==> src/rtl/mdu_pkg.sv <==
// rtl/mdu_pkg.sv - shared func codes, FSM states and decode helpers for the multiply/divide unit
//
// Purpose: MIPS R-type func codes handled by mult_div_unit, its state
// encoding, and small decode helpers shared by the top level and bench.
// Ports: none (package).
package mdu_pkg;

  localparam logic [5:0] FUNC_MFHI  = 6'b010000;
  localparam logic [5:0] FUNC_MTHI  = 6'b010001;
  localparam logic [5:0] FUNC_MFLO  = 6'b010010;
  localparam logic [5:0] FUNC_MTLO  = 6'b010011;
  localparam logic [5:0] FUNC_MULT  = 6'b011000;
  localparam logic [5:0] FUNC_MULTU = 6'b011001;
  localparam logic [5:0] FUNC_DIV   = 6'b011010;
  localparam logic [5:0] FUNC_DIVU  = 6'b011011;

  typedef enum logic [1:0] {
    ST_IDLE = 2'd0,
    ST_RUN  = 2'd1,
    ST_FIX  = 2'd2
  } state_t;

  // mult/multu/div/divu share the 0110xx prefix; bit 1 selects divide and
  // bit 0 selects unsigned.
  function automatic logic is_iter(input logic [5:0] f);
    return f[5:2] == 4'b0110;
  endfunction

  // mfhi/mthi/mflo/mtlo share the 0100xx prefix.
  function automatic logic is_move(input logic [5:0] f);
    return f[5:2] == 4'b0100;
  endfunction

endpackage

==> src/rtl/mdu_iter_core.sv <==
// rtl/mdu_iter_core.sv - one-bit-per-cycle shift-add multiplier / restoring divider datapath
//
// Purpose: holds the 2*WIDTH accumulator (o_hi:o_lo), the divisor /
// multiplicand register and the iteration counter. Operates on magnitudes.
//   mul: {o_hi,o_lo} = i_a * i_b after WIDTH steps
//   div: o_lo = quotient, o_hi = remainder after WIDTH steps
// Ports:
//   i_clk, i_rst     clock, synchronous active-high reset
//   i_load           load i_a into o_lo, i_b into divisor reg, clear o_hi, counter = WIDTH-1
//   i_step           perform one iteration and decrement the counter
//   i_mode_div       1 = divide step, 0 = multiply step
//   i_a, i_b         operand magnitudes
//   o_hi, o_lo       accumulator halves
//   o_last           counter is zero (current step is the final one)
module mdu_iter_core #(
  parameter int WIDTH = 32
) (
  input  logic             i_clk,
  input  logic             i_rst,
  input  logic             i_load,
  input  logic             i_step,
  input  logic             i_mode_div,
  input  logic [WIDTH-1:0] i_a,
  input  logic [WIDTH-1:0] i_b,
  output logic [WIDTH-1:0] o_hi,
  output logic [WIDTH-1:0] o_lo,
  output logic             o_last
);

  localparam int CW = $clog2(WIDTH);

  logic [WIDTH-1:0] r_hi, r_lo, r_b;
  logic [CW-1:0]    r_cnt;
  logic [WIDTH:0]   w_sum, w_shift, w_diff;

  always_comb begin
    w_sum   = {1'b0, r_hi} + {1'b0, r_b};
    // Partial remainder shifted left with the next dividend bit brought in.
    w_shift = {r_hi, r_lo[WIDTH-1]};
    // Remainder stays below the divisor, so bit WIDTH of the difference is
    // set exactly when the trial subtraction goes negative.
    w_diff  = w_shift - {1'b0, r_b};
  end

  always_ff @(posedge i_clk) begin
    if (i_rst) begin
      r_hi  <= '0;
      r_lo  <= '0;
      r_b   <= '0;
      r_cnt <= '0;
    end else if (i_load) begin
      r_hi  <= '0;
      r_lo  <= i_a;
      r_b   <= i_b;
      r_cnt <= CW'(WIDTH - 1);
    end else if (i_step) begin
      r_cnt <= r_cnt - 1'b1;
      if (i_mode_div) begin
        if (!w_diff[WIDTH]) begin
          r_hi <= w_diff[WIDTH-1:0];
          r_lo <= {r_lo[WIDTH-2:0], 1'b1};
        end else begin
          r_hi <= w_shift[WIDTH-1:0];
          r_lo <= {r_lo[WIDTH-2:0], 1'b0};
        end
      end else begin
        // Multiplier bits are consumed from r_lo[0] while product bits
        // shift in from the top, carry included.
        if (r_lo[0]) begin
          r_hi <= w_sum[WIDTH:1];
          r_lo <= {w_sum[0], r_lo[WIDTH-1:1]};
        end else begin
          r_hi <= {1'b0, r_hi[WIDTH-1:1]};
          r_lo <= {r_hi[0], r_lo[WIDTH-1:1]};
        end
      end
    end
  end

  assign o_hi   = r_hi;
  assign o_lo   = r_lo;
  assign o_last = (r_cnt == '0);

endmodule

==> src/rtl/mult_div_unit.sv <==
// rtl/mult_div_unit.sv - iterative MIPS mult/div unit with HI/LO registers and move ops
//
// Purpose: executes mult/multu/div/divu (WIDTH+2 cycle latency, 2 for
// divide-by-zero) and mfhi/mflo/mthi/mtlo, and requests a pipeline stall
// while busy.
// Ports:
//   i_clk, i_rst      clock, synchronous active-high reset
//   i_start, i_func   operation request and R-type func field
//   i_rs_val          operand A / dividend / mthi-mtlo source
//   i_rt_val          operand B / divisor
//   o_busy            iterative operation in progress (RUN/FIX)
//   o_done            one-cycle pulse, HI/LO hold the new result
//   o_div_by_zero     one-cycle pulse with o_done for a zero divisor
//   o_stall           pipeline hold: recognised request while busy
//   o_hi, o_lo        HI/LO registers
//   o_rd_data         mfhi/mflo read data, 0 for other func values
module mult_div_unit
  import mdu_pkg::*;
#(
  parameter int WIDTH = 32
) (
  input  logic             i_clk,
  input  logic             i_rst,
  input  logic             i_start,
  input  logic [5:0]       i_func,
  input  logic [WIDTH-1:0] i_rs_val,
  input  logic [WIDTH-1:0] i_rt_val,
  output logic             o_busy,
  output logic             o_done,
  output logic             o_div_by_zero,
  output logic             o_stall,
  output logic [WIDTH-1:0] o_hi,
  output logic [WIDTH-1:0] o_lo,
  output logic [WIDTH-1:0] o_rd_data
);

  state_t             r_state;
  logic               r_busy, r_done, r_div_by_zero;
  logic               r_is_div, r_zero_div, r_neg_q, r_neg_r;
  logic [WIDTH-1:0]   r_hi, r_lo;

  logic               w_accept, w_is_div, w_zero_div, w_a_neg, w_b_neg;
  logic [WIDTH-1:0]   w_a_mag, w_b_mag;
  logic [WIDTH-1:0]   w_core_hi, w_core_lo, w_quo, w_rem;
  logic [2*WIDTH-1:0] w_prod, w_prod_fix;
  logic               w_core_last;

  assign w_accept   = i_start && (r_state == ST_IDLE) && is_iter(i_func);
  assign w_is_div   = i_func[1];
  assign w_zero_div = w_is_div && (i_rt_val == '0);
  assign w_a_neg    = !i_func[0] && i_rs_val[WIDTH-1];
  assign w_b_neg    = !i_func[0] && i_rt_val[WIDTH-1];
  // A zero divisor keeps the raw dividend in the core so it can be
  // returned unchanged in HI.
  assign w_a_mag    = (w_a_neg && !w_zero_div) ? -i_rs_val : i_rs_val;
  assign w_b_mag    = w_b_neg ? -i_rt_val : i_rt_val;

  mdu_iter_core #(.WIDTH(WIDTH)) u_core (
    .i_clk      (i_clk),
    .i_rst      (i_rst),
    .i_load     (w_accept),
    .i_step     (r_state == ST_RUN),
    .i_mode_div (r_is_div),
    .i_a        (w_a_mag),
    .i_b        (w_b_mag),
    .o_hi       (w_core_hi),
    .o_lo       (w_core_lo),
    .o_last     (w_core_last)
  );

  assign w_prod     = {w_core_hi, w_core_lo};
  assign w_prod_fix = r_neg_q ? -w_prod : w_prod;
  assign w_quo      = r_neg_q ? -w_core_lo : w_core_lo;
  assign w_rem      = r_neg_r ? -w_core_hi : w_core_hi;

  always_ff @(posedge i_clk) begin
    if (i_rst) begin
      r_state       <= ST_IDLE;
      r_busy        <= 1'b0;
      r_done        <= 1'b0;
      r_div_by_zero <= 1'b0;
      r_is_div      <= 1'b0;
      r_zero_div    <= 1'b0;
      r_neg_q       <= 1'b0;
      r_neg_r       <= 1'b0;
      r_hi          <= '0;
      r_lo          <= '0;
    end else begin
      r_done        <= 1'b0;
      r_div_by_zero <= 1'b0;
      case (r_state)
        ST_IDLE: begin
          if (w_accept) begin
            r_is_div   <= w_is_div;
            r_zero_div <= w_zero_div;
            r_neg_q    <= w_a_neg ^ w_b_neg;
            r_neg_r    <= w_a_neg;
            r_busy     <= 1'b1;
            r_state    <= w_zero_div ? ST_FIX : ST_RUN;
          end else if (i_start && i_func == FUNC_MTHI) begin
            r_hi <= i_rs_val;
          end else if (i_start && i_func == FUNC_MTLO) begin
            r_lo <= i_rs_val;
          end
        end
        ST_RUN: begin
          if (w_core_last) r_state <= ST_FIX;
        end
        ST_FIX: begin
          if (!r_is_div) begin
            {r_hi, r_lo} <= w_prod_fix;
          end else if (r_zero_div) begin
            r_hi <= w_core_lo;
            r_lo <= '1;
          end else begin
            r_hi <= w_rem;
            r_lo <= w_quo;
          end
          r_done        <= 1'b1;
          r_div_by_zero <= r_zero_div;
          r_busy        <= 1'b0;
          r_state       <= ST_IDLE;
        end
        default: r_state <= ST_IDLE;
      endcase
    end
  end

  always_comb begin
    o_rd_data = '0;
    if (i_func == FUNC_MFHI)      o_rd_data = r_hi;
    else if (i_func == FUNC_MFLO) o_rd_data = r_lo;
  end

  assign o_stall       = i_start && r_busy && (is_iter(i_func) || is_move(i_func));
  assign o_busy        = r_busy;
  assign o_done        = r_done;
  assign o_div_by_zero = r_div_by_zero;
  assign o_hi          = r_hi;
  assign o_lo          = r_lo;

endmodule
==> config.mk <==
export PLATFORM = sky130hd
export DESIGN_NAME = mult_div_unit
export DESIGN_NICKNAME = d
export VERILOG_FILES = /design/src/rtl/mdu_pkg.sv /design/src/rtl/mdu_iter_core.sv /design/src/rtl/mult_div_unit.sv
export SDC_FILE = /design/constraint.sdc
export NUM_CORES = 1
export LEC_CHECK = 0
export CAP_MARGIN = 20
export CORE_MARGIN = 2
export CORE_UTILIZATION = 35
export DETAILED_ROUTE_END_ITERATION = 10
export SETUP_SLACK_MARGIN = 0.1
export SYNTH_ARGS = -nofsm -noshare
export SYNTH_HDL_FRONTEND = slang
export SYNTH_HIERARCHICAL = 1
export SYNTH_SLANG_ARGS = --single-unit
==> constraint.sdc <==
create_clock -name i_clk -period 4.25 [get_ports i_clk]
set_input_delay 0.85 -clock i_clk [delete_from_list [all_inputs] [get_ports i_clk]]
set_output_delay 0.85 -clock i_clk [all_outputs]
set_load 0.03 [all_outputs]
==> flow_summary_export.csv <==
group,metric,value,unit
setup_path,start_kind,"flip-flop",
synthesis,synth_nets,2417,
synthesis,ys_seq_elements,174,
drt,viasPerCell,6.02,
global_routing,use_met3,0.0292,
synthesis,synth_area_leaders,"dfxtp_1 (21%), mux2i_1 (8.0%), nor2_1 (6.7%)",
timing,min_period,3690,ps
timing,period_share,0.869,
drt,drc,1,
synthesis,syn-cell-area,0.0166,mm^2
timing,tightest_slew,868,ps
placed_design,dpl.hpwl,52700,um
drt,routedWlPerCell,23.0,um
floorplan,core-area,0.0468,mm^2
synthesis,yosys.area.top_type,"dfxtp_1",
floorplan,die_area,0.0492,mm^2
clocking,ctsLongestPathBuffers,2,
synthesis,ys_warn_count,6,
clocking,root_buffer,"clkbuf_16",
synthesis,synth_top_area_frac,0.210,
worst_hold_path,worstHoldStart,"o_lo[9]$_SDFFE_PP0P_",
run_status,outcome,"finished, violations left",
final_layout,area_delta_synth_final,19.0,%
timing,grt_setup_unrepaired,"false",
worst_hold_path,hold_depth,2,
final_layout,ff_latch_area,0.00349,mm^2
setup_path,worstPathArrival,4120,ps
global_routing,met1_usage,0.351,
timing,report.final.slew_viol_count,0,
clocking,clock_latency,480,ps
timing,final.setup.tns,0,ps
clocking,cts_sinks,174,
setup_path,crit-reg2reg-launch,"u_core/o_lo[31]$_SDFFE_PP0P_",
clocking,cts_tree,"built",
synthesis,synth_edf_count,0,
worst_hold_path,hold_path_end,"o_lo[9]$_SDFFE_PP0P_",
placed_design,dp_cells,2978,
final_layout,fillers,4838,
clocking,numCtsBuffers,17,
final_layout,n_antenna_cell,0,
setup_path,reg2reg_depth,15,
timing,relSlewSlack,0.416,
clocking,h-tree-depth,4,
final_layout,multi_input_comb_area,0.0122,mm^2
floorplan,die_w,222,um
floorplan,start_util,0.355,
global_routing,gr-max-usage-layer,"met2",
clocking,clkTransAtPathRegs,70,ps
synthesis,async_flop_share,0,
drt,first_iter_violations,1882,
floorplan,rows,79,
timing,setup_viol,0,
global_routing,grt_overflow,0,
final_layout,num-nets-final,2535,
global_routing,grt_pass1_wl,105000,um
setup_path,end_kind,"flip-flop",
drt,drt_wl_total,69300,um
setup_path,rr_endpoint,"u_core/o_hi[31]$_SDFFE_PP0P_",
synthesis,syn_area_per_cell,7.31,um^2
run,drv_cap,0,
clocking,cts_resized,0,
global_routing,grt_pass1_vias,17006,
power_and_ir_drop,peakVddDrop,0.000323,V
worst_hold_path,worstHoldPathType,"flip-flop to flip-flop",
clocking,ctsHoldBuffers,0,
setup_path,r2r_slack,560,ps
global_routing,grtUsageMet2,0.460,
final_layout,fin_cells,3010,
drt,firstDrtPassIters,8,
synthesis,yosysSeqAreaShare,0.210,
synthesis,synth_ff_type,"dfxtp_1",
placed_design,gp_congestion,1.03,
global_routing,antenna_found_initial,0,
power_and_ir_drop,power_density,223,mW/mm^2
timing,finalClockSkew,12.1,ps
setup_path,cp.required,4680,ps
global_routing,grt_max_degree,81,
timing,finalHoldViolations,0,
clocking,cts_setup_buffers,0,
drt,antenna_left,0,
run_status,violations,"design-rule violations",
drt,vias,18122,
final_layout,drive_gt1_frac,0.0911,
setup_path,critPathKind,"flip-flop to flip-flop",
global_routing,grt_util_all_layers,0.275,
power_and_ir_drop,leakage,7.47,nW
floorplan,io_pins,173,
synthesis,post_synth_num_cell_types,89,
setup_path,cp_max_fo,35,
timing,max_freq,271,MHz
placed_design,port_buffers,172,
synthesis,postSynthCellCount,2272,
floorplan,die_h,222,um
routing by layer:
metal | vias up | share of wire
met1 | 8631 | 0.42
li1 | 8617 | -
met2 | 749 | 0.47
met5 | - | 0
met3 | 125 | 0.058
met4 | 0 | 0.047
through the flow:
stage          total power, mW  instance area (um^2)  utilization  hold WS, ps  worst slack (ps)
6_report                  4.40                 19800        0.423          473               558
4_1_cts                   4.41                 19800        0.423          475               520
5_1_grt                   4.56                 19800        0.423          490               282
3_5_place_dp              2.76                 19200        0.410          467               441
2_1_floorplan             2.36                 16600            -          476              1120
3_3_place_gp              2.75                 19200        0.410          457               488
cell type report:
class / instances / area share
repair buffers: 267 / 0.124
clock inverters: 9 / 0.00563
multi-input cells: 1861 / 0.619
clock buffers: 23 / 0.0237
flip-flops and latches: 174 / 0.176
well taps: 607 / 0.0384
inverters: 69 / 0.0132
power by group:
group          switching [mW]  internal, mW
sequential             0.0448          1.65
clock                   0.758         0.898
combinational           0.653         0.397
total                    1.46          2.95
kinds of logic (layout without fill, tap and decap cells):
logic type | Yosys count | in the layout | synth area share
AOI/OAI and AO/OA | 691 | 691 | 0.274
xor gates and xnor gates | 173 | 173 | 0.0912
adders and majority gates | 72 | 72 | 0.0551
buffers and inverters | 237 | 368 | 0.0556
DFF | 174 | 174 | 0.210
muxes | 145 | 145 | 0.0883
and+or+nand+nor | 780 | 780 | 0.226
flip-flops by register name, indices dropped and copies added (netlist names):
signal         flops
o_hi              32
r_neg_q            1
r_zero_div         1
o_done             1
r_neg_r            1
o_div_by_zero      1
o_busy             1
r_is_div           1
u_core/o_hi       32
u_core/r_b        32
u_core/o_lo       32
o_lo              32
r_state            2
u_core/r_cnt       5
cells in the mapped netlist, types with 10 or more instances:
| cell | instances |
|---|---|
| xor2_1 | 74 |
| a31oi_1 | 20 |
| a211oi_1 | 63 |
| dfxtp_1 | 174 |
| clkbuf_1 | 135 |
| a21o_1 | 28 |
| buf_2 | 10 |
| mux2_2 | 12 |
| nor3_1 | 53 |
| a22oi_1 | 13 |
| mux2i_1 | 133 |
| a22o_1 | 13 |
| o31ai_1 | 31 |
| or4_1 | 22 |
| nor2b_1 | 12 |
| nand2_1 | 187 |
| nand3_1 | 38 |
| o211ai_1 | 27 |
| nand4_1 | 31 |
| a21oi_1 | 218 |
| o22ai_1 | 12 |
| o41ai_1 | 15 |
| nand2b_1 | 21 |
| xnor2_1 | 99 |
| nor2_1 | 298 |
| inv_1 | 67 |
| ha_1 | 70 |
| nor4_1 | 25 |
| o221ai_1 | 32 |
| buf_1 | 19 |
| or3_1 | 21 |
| o21ai_0 | 113 |
how the worst max path moves through the flow:
stage | start | end | slack, ps | cells after the start
global placement | i_rt_val[10] | u_core/o_lo[24]$_SDFFE_PP0P_ | 490 | 11
finish | u_core/o_lo[31]$_SDFFE_PP0P_ | u_core/o_hi[31]$_SDFFE_PP0P_ | 560 | 15
global route | u_core/o_lo[31]$_SDFFE_PP0P_ | u_core/o_hi[31]$_SDFFE_PP0P_ | 280 | 15
detailed placement | i_rt_val[10] | r_state[1]$_SDFFE_PP0P_ | 440 | 7
floorplan | u_core/o_lo[31]$_SDFFE_PP0P_ | u_core/o_hi[3]$_SDFFE_PP0P_ | 1120 | 13
CTS | u_core/o_lo[31]$_SDFFE_PP0P_ | u_core/o_hi[31]$_SDFFE_PP0P_ | 520 | 15
cells in the final DEF, fill, tap and decap left out, drive strengths merged, types with 21 or more instances in the layout:
cell and count:
nor2 299, a21oi 218, nand2 187, dfxtp 174, clkdlybuf4s50 137, mux2i 133
buf 130, o21ai 119, xnor2 99, xor2 74, ha 70, inv 68
a211oi 65, nor3 53, nand3 38, nor4 36, o221ai 32, nand4 32
o31ai 31, a21o 28, o211ai 27, or4 25, clkbuf 23, nand2b 21
or3 21
critical path: stages (launching register included):
cell	delay, ps
dfxtp_1	340
inv_1	50
ha_1	220
fa_1	400
nand2b_1	180
a21oi_1	270
o21ai_0	180
buf_4	170
o21ai_1	340
a211oi_1	200
a311oi_4	290
buf_12	260
buf_4	230
nand2_1	110
o211ai_1	220
o211a_1	160
Power figures use the tool's default switching activity.
